### src/rtl/mc14500b_loader.sv
// Program-load master for the MC14500B core: frames a byte stream into 12-bit
// program commands and sequences core reset before and after the load.
module mc14500b_loader #(
  parameter int WR_PULSE   = 1,
  parameter int GAP_CYCLES = 1,
  parameter int RST_CYCLES = 2
) (
  input  logic        clk,
  input  logic        rst_n,
  input  logic [7:0]  in_data,
  input  logic        in_valid,
  output logic        in_ready,
  input  logic        abort,
  output logic        program_write,
  output logic [11:0] program_cmd,
  output logic        core_rst,
  output logic        busy,
  output logic        done,
  output logic        error
);

  typedef enum logic [3:0] {
    S_IDLE     = 4'd0,
    S_PRE_RST  = 4'd1,
    S_BYTE_HI  = 4'd2,
    S_BYTE_LO  = 4'd3,
    S_WRITE    = 4'd4,
    S_GAP      = 4'd5,
    S_POST_RST = 4'd6,
    S_DONE     = 4'd7,
    S_ERR      = 4'd8
  } state_t;

  localparam logic [15:0] RST_LAST = 16'(RST_CYCLES - 1);
  localparam logic [15:0] WR_LAST  = 16'(WR_PULSE - 1);
  localparam logic [15:0] GAP_LAST = 16'(GAP_CYCLES - 1);
  localparam logic        HAS_GAP  = (GAP_CYCLES != 0);

  state_t      state_r, state_next_s;
  logic [15:0] cnt_r, cnt_next_s;
  logic [8:0]  rem_r, rem_next_s;
  logic [11:0] cmd_r, cmd_next_s;
  logic        ready_r, pw_r, core_rst_r, busy_r, done_r, error_r;
  logic        ready_next_s, pw_next_s, core_rst_next_s, busy_next_s, done_next_s, error_next_s;
  logic        xfer_s;

  assign xfer_s = in_valid & ready_r;

  // Next-state, counter and command-latch logic; abort overrides everything.
  always_comb begin
    state_next_s = state_r;
    cnt_next_s   = cnt_r;
    rem_next_s   = rem_r;
    cmd_next_s   = cmd_r;
    if (abort) begin
      state_next_s = S_IDLE;
      cnt_next_s   = 16'd0;
      rem_next_s   = 9'd0;
    end else begin
      case (state_r)
        S_IDLE: begin
          if (xfer_s) begin
            rem_next_s   = (in_data == 8'd0) ? 9'd256 : {1'b0, in_data};
            cnt_next_s   = 16'd0;
            state_next_s = S_PRE_RST;
          end else begin
            state_next_s = S_IDLE;
          end
        end
        S_PRE_RST: begin
          if (cnt_r == RST_LAST) begin
            cnt_next_s   = 16'd0;
            state_next_s = S_BYTE_HI;
          end else begin
            cnt_next_s = cnt_r + 16'd1;
          end
        end
        S_BYTE_HI: begin
          if (xfer_s) begin
            if (in_data[7:4] != 4'h0) begin
              state_next_s = S_ERR;
            end else begin
              cmd_next_s[11:8] = in_data[3:0];
              state_next_s     = S_BYTE_LO;
            end
          end else begin
            state_next_s = S_BYTE_HI;
          end
        end
        S_BYTE_LO: begin
          if (xfer_s) begin
            cmd_next_s[7:0] = in_data;
            cnt_next_s      = 16'd0;
            state_next_s    = S_WRITE;
          end else begin
            state_next_s = S_BYTE_LO;
          end
        end
        S_WRITE: begin
          if (cnt_r == WR_LAST) begin
            cnt_next_s = 16'd0;
            rem_next_s = rem_r - 9'd1;
            // remaining is decremented this cycle, so 1 here means the last command
            if (HAS_GAP) begin
              state_next_s = S_GAP;
            end else if (rem_r == 9'd1) begin
              state_next_s = S_POST_RST;
            end else begin
              state_next_s = S_BYTE_HI;
            end
          end else begin
            cnt_next_s = cnt_r + 16'd1;
          end
        end
        S_GAP: begin
          if (cnt_r == GAP_LAST) begin
            cnt_next_s   = 16'd0;
            state_next_s = (rem_r == 9'd0) ? S_POST_RST : S_BYTE_HI;
          end else begin
            cnt_next_s = cnt_r + 16'd1;
          end
        end
        S_POST_RST: begin
          if (cnt_r == RST_LAST) begin
            cnt_next_s   = 16'd0;
            state_next_s = S_DONE;
          end else begin
            cnt_next_s = cnt_r + 16'd1;
          end
        end
        S_DONE: begin
          state_next_s = S_IDLE;
        end
        S_ERR: begin
          state_next_s = S_ERR;
        end
        default: begin
          state_next_s = S_IDLE;
          cnt_next_s   = 16'd0;
          rem_next_s   = 9'd0;
        end
      endcase
    end
  end

  // Output decode from the next state so every output leaves a flop.
  always_comb begin
    ready_next_s    = 1'b0;
    pw_next_s       = 1'b0;
    core_rst_next_s = 1'b0;
    busy_next_s     = 1'b1;
    done_next_s     = 1'b0;
    error_next_s    = 1'b0;
    case (state_next_s)
      S_IDLE: begin
        ready_next_s = 1'b1;
        busy_next_s  = 1'b0;
      end
      S_BYTE_HI, S_BYTE_LO: ready_next_s = 1'b1;
      S_WRITE:              pw_next_s = 1'b1;
      S_PRE_RST, S_POST_RST: core_rst_next_s = 1'b1;
      S_DONE:               done_next_s = 1'b1;
      S_ERR: begin
        core_rst_next_s = 1'b1;
        error_next_s    = 1'b1;
      end
      default: busy_next_s = 1'b1;
    endcase
  end

  // State, counters and registered outputs.
  always_ff @(posedge clk or negedge rst_n) begin
    if (!rst_n) begin
      state_r    <= S_IDLE;
      cnt_r      <= 16'd0;
      rem_r      <= 9'd0;
      cmd_r      <= 12'h000;
      ready_r    <= 1'b0;
      pw_r       <= 1'b0;
      core_rst_r <= 1'b0;
      busy_r     <= 1'b0;
      done_r     <= 1'b0;
      error_r    <= 1'b0;
    end else begin
      state_r    <= state_next_s;
      cnt_r      <= cnt_next_s;
      rem_r      <= rem_next_s;
      cmd_r      <= cmd_next_s;
      ready_r    <= ready_next_s;
      pw_r       <= pw_next_s;
      core_rst_r <= core_rst_next_s;
      busy_r     <= busy_next_s;
      done_r     <= done_next_s;
      error_r    <= error_next_s;
    end
  end

  assign in_ready      = ready_r;
  assign program_write = pw_r;
  assign program_cmd   = cmd_r;
  assign core_rst      = core_rst_r;
  assign busy          = busy_r;
  assign done          = done_r;
  assign error         = error_r;

endmodule

### config.mk
export PLATFORM = sky130hd
export DESIGN_NAME = mc14500b_loader
export DESIGN_NICKNAME = d
export VERILOG_FILES = /design/src/rtl/mc14500b_loader.sv
export SDC_FILE = /design/constraint.sdc
export NUM_CORES = 1
export LEC_CHECK = 0
export ABC_AREA = 0
export CAP_MARGIN = 20
export CORE_MARGIN = 3
export CORE_UTILIZATION = 44
export CTS_CLUSTER_SIZE = 24
export DETAILED_ROUTE_END_ITERATION = 16
export SLEW_MARGIN = 10
export SYNTH_ARGS = -nofsm -noshare
export SYNTH_HDL_FRONTEND = slang
export SYNTH_SLANG_ARGS = --single-unit
### constraint.sdc
create_clock -name clk -period 2.6 [get_ports clk]
set_clock_uncertainty 0.15 [all_clocks]
set_input_delay 0.52 -clock clk [delete_from_list [all_inputs] [get_ports clk]]
set_output_delay 0.52 -clock clk [all_outputs]
set_load 0.005 [all_outputs]
==> results.md <==
* Status: finished, final reports clean
* Avg Inst Size Synth at 10.0 um^2
* CP peak stage delay at 0.54 ns
* Syn Std Cell Area at 2710 um^2
* Setup violators final at 0
* CP required at 2.63 ns
* Leak Pwr at 1.52 nW
* CP arrival at 2.56 ns
* Syn. warnings at 0
* Area Overhead vs Synth at 26.0%
* Met1 Wirelength at 3080 um
* Min Clock Period, post-route at 2.53 ns
* Critical path class: in2reg
* Hold Fails Final Rpt at 0
* TritonCTS clock tree: done
* Vias at 2311
* Buf+Inv Stages, Crit Path at 1
* Antenna Violating Nets Remaining at 0
* Worst min-delay path class: in2async
* Post-synthesis mux area share at 0.0702
* Power per cell area at 519 nW/um^2
* CTS H-tree lvls at 2
* Cells on worst reg2reg path at 8
* Initial antenna violation count at 0
* Layout cells sized above 1 at 0.201
* WP depth at 6
* Critical-path top delay cell: or4_4
* Met2 WL post-DR at 3100 um
* Fin crit share at 0.973
* Synth Flop Type: dfrtp_1
* RSZ-0062 raised after global routing: true
* Max VDD drop at 0.000268 V
* Top-area cell type share of the netlist area at 0.434
* Vias in the first global route at 2324
* GRT Residual Overflow at 0
* Effective utilization at floorplan at 0.472
* Die Y at 84.5 um
* Crit-path leading delay family: compound AO/OA/AOI/OAI gates
* Die Area at 7130 um^2
* Post-Synth Simple-Gate Area at 0.232
* Worst Tran Pin Value at 0.611 ns
* Pre-CTS setup slack at -0.290 ns
* CP Max Fanout at 5
* Dpl hpwl at 4880 um
* Met3 WL at 234 um
* Vias/cell at 5.78
* Clock sinks at 47
* TNS Setup at 0 ns
* Finished Layout Cells at 400
* # Max-Cap Violations at 0
* Sequential element share of the synthesized area at 0.434
* Nets at 345
* Placed insts at 393
* Commonest cells post-synth: dfrtp_1 (47), nand2_1 (21), nor2_1 (18)
* Ant. Diodes at 0
* Die Width at 84.5 um
* Fin worst setup slack at 0.0704 ns
* Top cell type by total area after synthesis: dfrtp_1
* Post-layout util at 0.594
* Compound-Gate Fraction of Synth Area at 0.196
* Worst-Skew Late Latency at 0.30 ns
* # rows at 27
* DRT iter0 DRCs at 51
* DR top layer: met4
* Largest family of logic cells by synthesized area: simple AND/OR/NAND/NOR gates
* Fin area at 3410 um^2
* Final Hold Slack at 0.0441 ns
* GR Util All Layers at 0.192
* CORE AREA at 5740 um^2
* Synthesized instance count at 271
* Most frequent cell after synthesis: dfrtp_1
* Yosys cell types at 61
* Drt first pass iters at 4
* Pin count of the biggest net entering global routing at 27
* Startpoint types: input pin
* Fmax at 395 MHz
* CP Cell Sequence: clkdlybuf4s50_1, or4_4, a211o_1, a211oi_2, a311oi_4, a311o_1
* Total CTS buffers at 5
* Final Wtd Congestion at 0.830
* Post-DP Area at 3290 um^2
* Deepest clock path buffer count at 2
* Routed wire length at 6480 um
* Yosys reg bits at 47
* Relative slew slack at 0.589
* Max-slew violations at 0
* Drt drc at 0
* Port Buffer Count at 29
* Post-synth net total at 288
* Critical Path Sink Type: flop
* Postcts setup bufs at 0
* Xor-xnor portion of the synthesized cell area at 0.0162
* PnR Total Power at 1.77 mW
* Fraction of registers with async set or reset after synthesis at 1.00
* Root cell of the clock tree: clkbuf_8
* EDFF count, synth at 0
* First-pass GRT wire length at 11200 um
* Top cells by area, synth: dfrtp_1 (43%), mux2_1 (5.0%), nand2_1 (2.9%), nor2_1 (2.5%), o21ai_1 (2.4%)
* Clock-pin slew on the worst setup and hold paths at 0.08 ns
* Synth Area in Adders at 0.0231
* Drt wl/cell at 16.2 um
* Top Ports at 30
worst reg2reg max path, stage by stage, from the launching register on:
cell and delay, ns:
dfrtp_1 0.42, inv_1 0.11, ha_1 0.18, nor3b_2 0.19
nand4_2 0.15, mux2_4 0.34, a311oi_4 0.33, a21oi_1 0.15
or3_1 0.31
repair_timing:
item	CTS	global route
setup endpoints to repair	0	8
gates resized for setup	0	7
hold buffers	0	0
state kept, by name, indices dropped and copies added, names as in the netlist:
signal,count
core_rst,1
program_write,1
state_r,4
error,1
program_cmd,12
cnt_r,16
busy,1
done,1
rem_r,9
in_ready,1
final timing paths:
check | slack, ns | startpoint | end
setup / recovery | 0.07 | in_data[4] | core_rst
hold / removal | 0.04 | rst_n | rem_r[5]
setup reg to reg | 0.14 | cnt_r[1] | busy
hold reg to reg | 0.34 | program_cmd[1] | program_cmd[1]
max in group asynchronous | 1.74 | rst_n | done
min in group clk | 0.34 | program_cmd[1] | program_cmd[1]
kinds of logic (layout without fill, tap and decap cells):
family,after synthesis,count (layout)
xor gates and xnor gates,5,5
buffers and inverters,19,76
AOI/OAI and AO/OA,74,74
DFF,47,47
muxes,17,17
and+or+nand+nor,104,104
adders and majority gates,5,5
where the power goes:
| part | internal (mW) | switching [mW] | total [mW] |
|---|---|---|---|
| sequential | 0.771 | 0.0485 | 0.820 |
| combinational | 0.247 | 0.254 | 0.501 |
| clock | 0.209 | 0.240 | 0.449 |
| total | 1.23 | 0.542 | 1.77 |
cells in the final DEF (no fill, tap or decap), types with 3 or more instances in the layout:
cell type / synthesis / final
nand3_1: 8 / 8
a31oi_1: 9 / 9
a21oi_1: 12 / 11
a211oi_1: 7 / 7
inv_1: 7 / 7
buf_4: 0 / 31
nand4_1: 3 / 3
ha_1: 5 / 5
nand2_1: 21 / 21
a22oi_1: 8 / 8
nor2_1: 18 / 18
nand2b_1: 9 / 9
nor4_1: 6 / 6
and4_1: 3 / 3
clkbuf_8: 0 / 6
nor3b_2: 1 / 3
mux2i_1: 4 / 4
nor3_1: 7 / 7
nor2b_1: 4 / 4
clkdlybuf4s50_1: 0 / 27
dfrtp_1: 47 / 47
and3_1: 4 / 4
o21ai_0: 3 / 3
or3_1: 3 / 3
mux2_1: 12 / 12
o21ai_1: 13 / 13
cell type report:
type | instances | area (um^2)
clock buffers | 6 | 82.6
clock inverters | 1 | 5.00
fillers | 539 | 2330
inverters | 8 | 30.0
multi-input cells | 205 | 1490
flip-flops and latches | 47 | 1180
well taps | 72 | 90.1
repair buffers | 61 | 541
per-layer routing:
| metal | GRT usage | up-vias |
|---|---|---|
| li1 | - | 1130 |
| met1 | 0.257 | 1140 |
| met2 | 0.317 | 36 |
| met3 | 0.0363 | 5 |
| met4 | 0.0576 | 0 |
| met5 | 0 | - |
No activity file was read; power rests on OpenSTA's default activity.
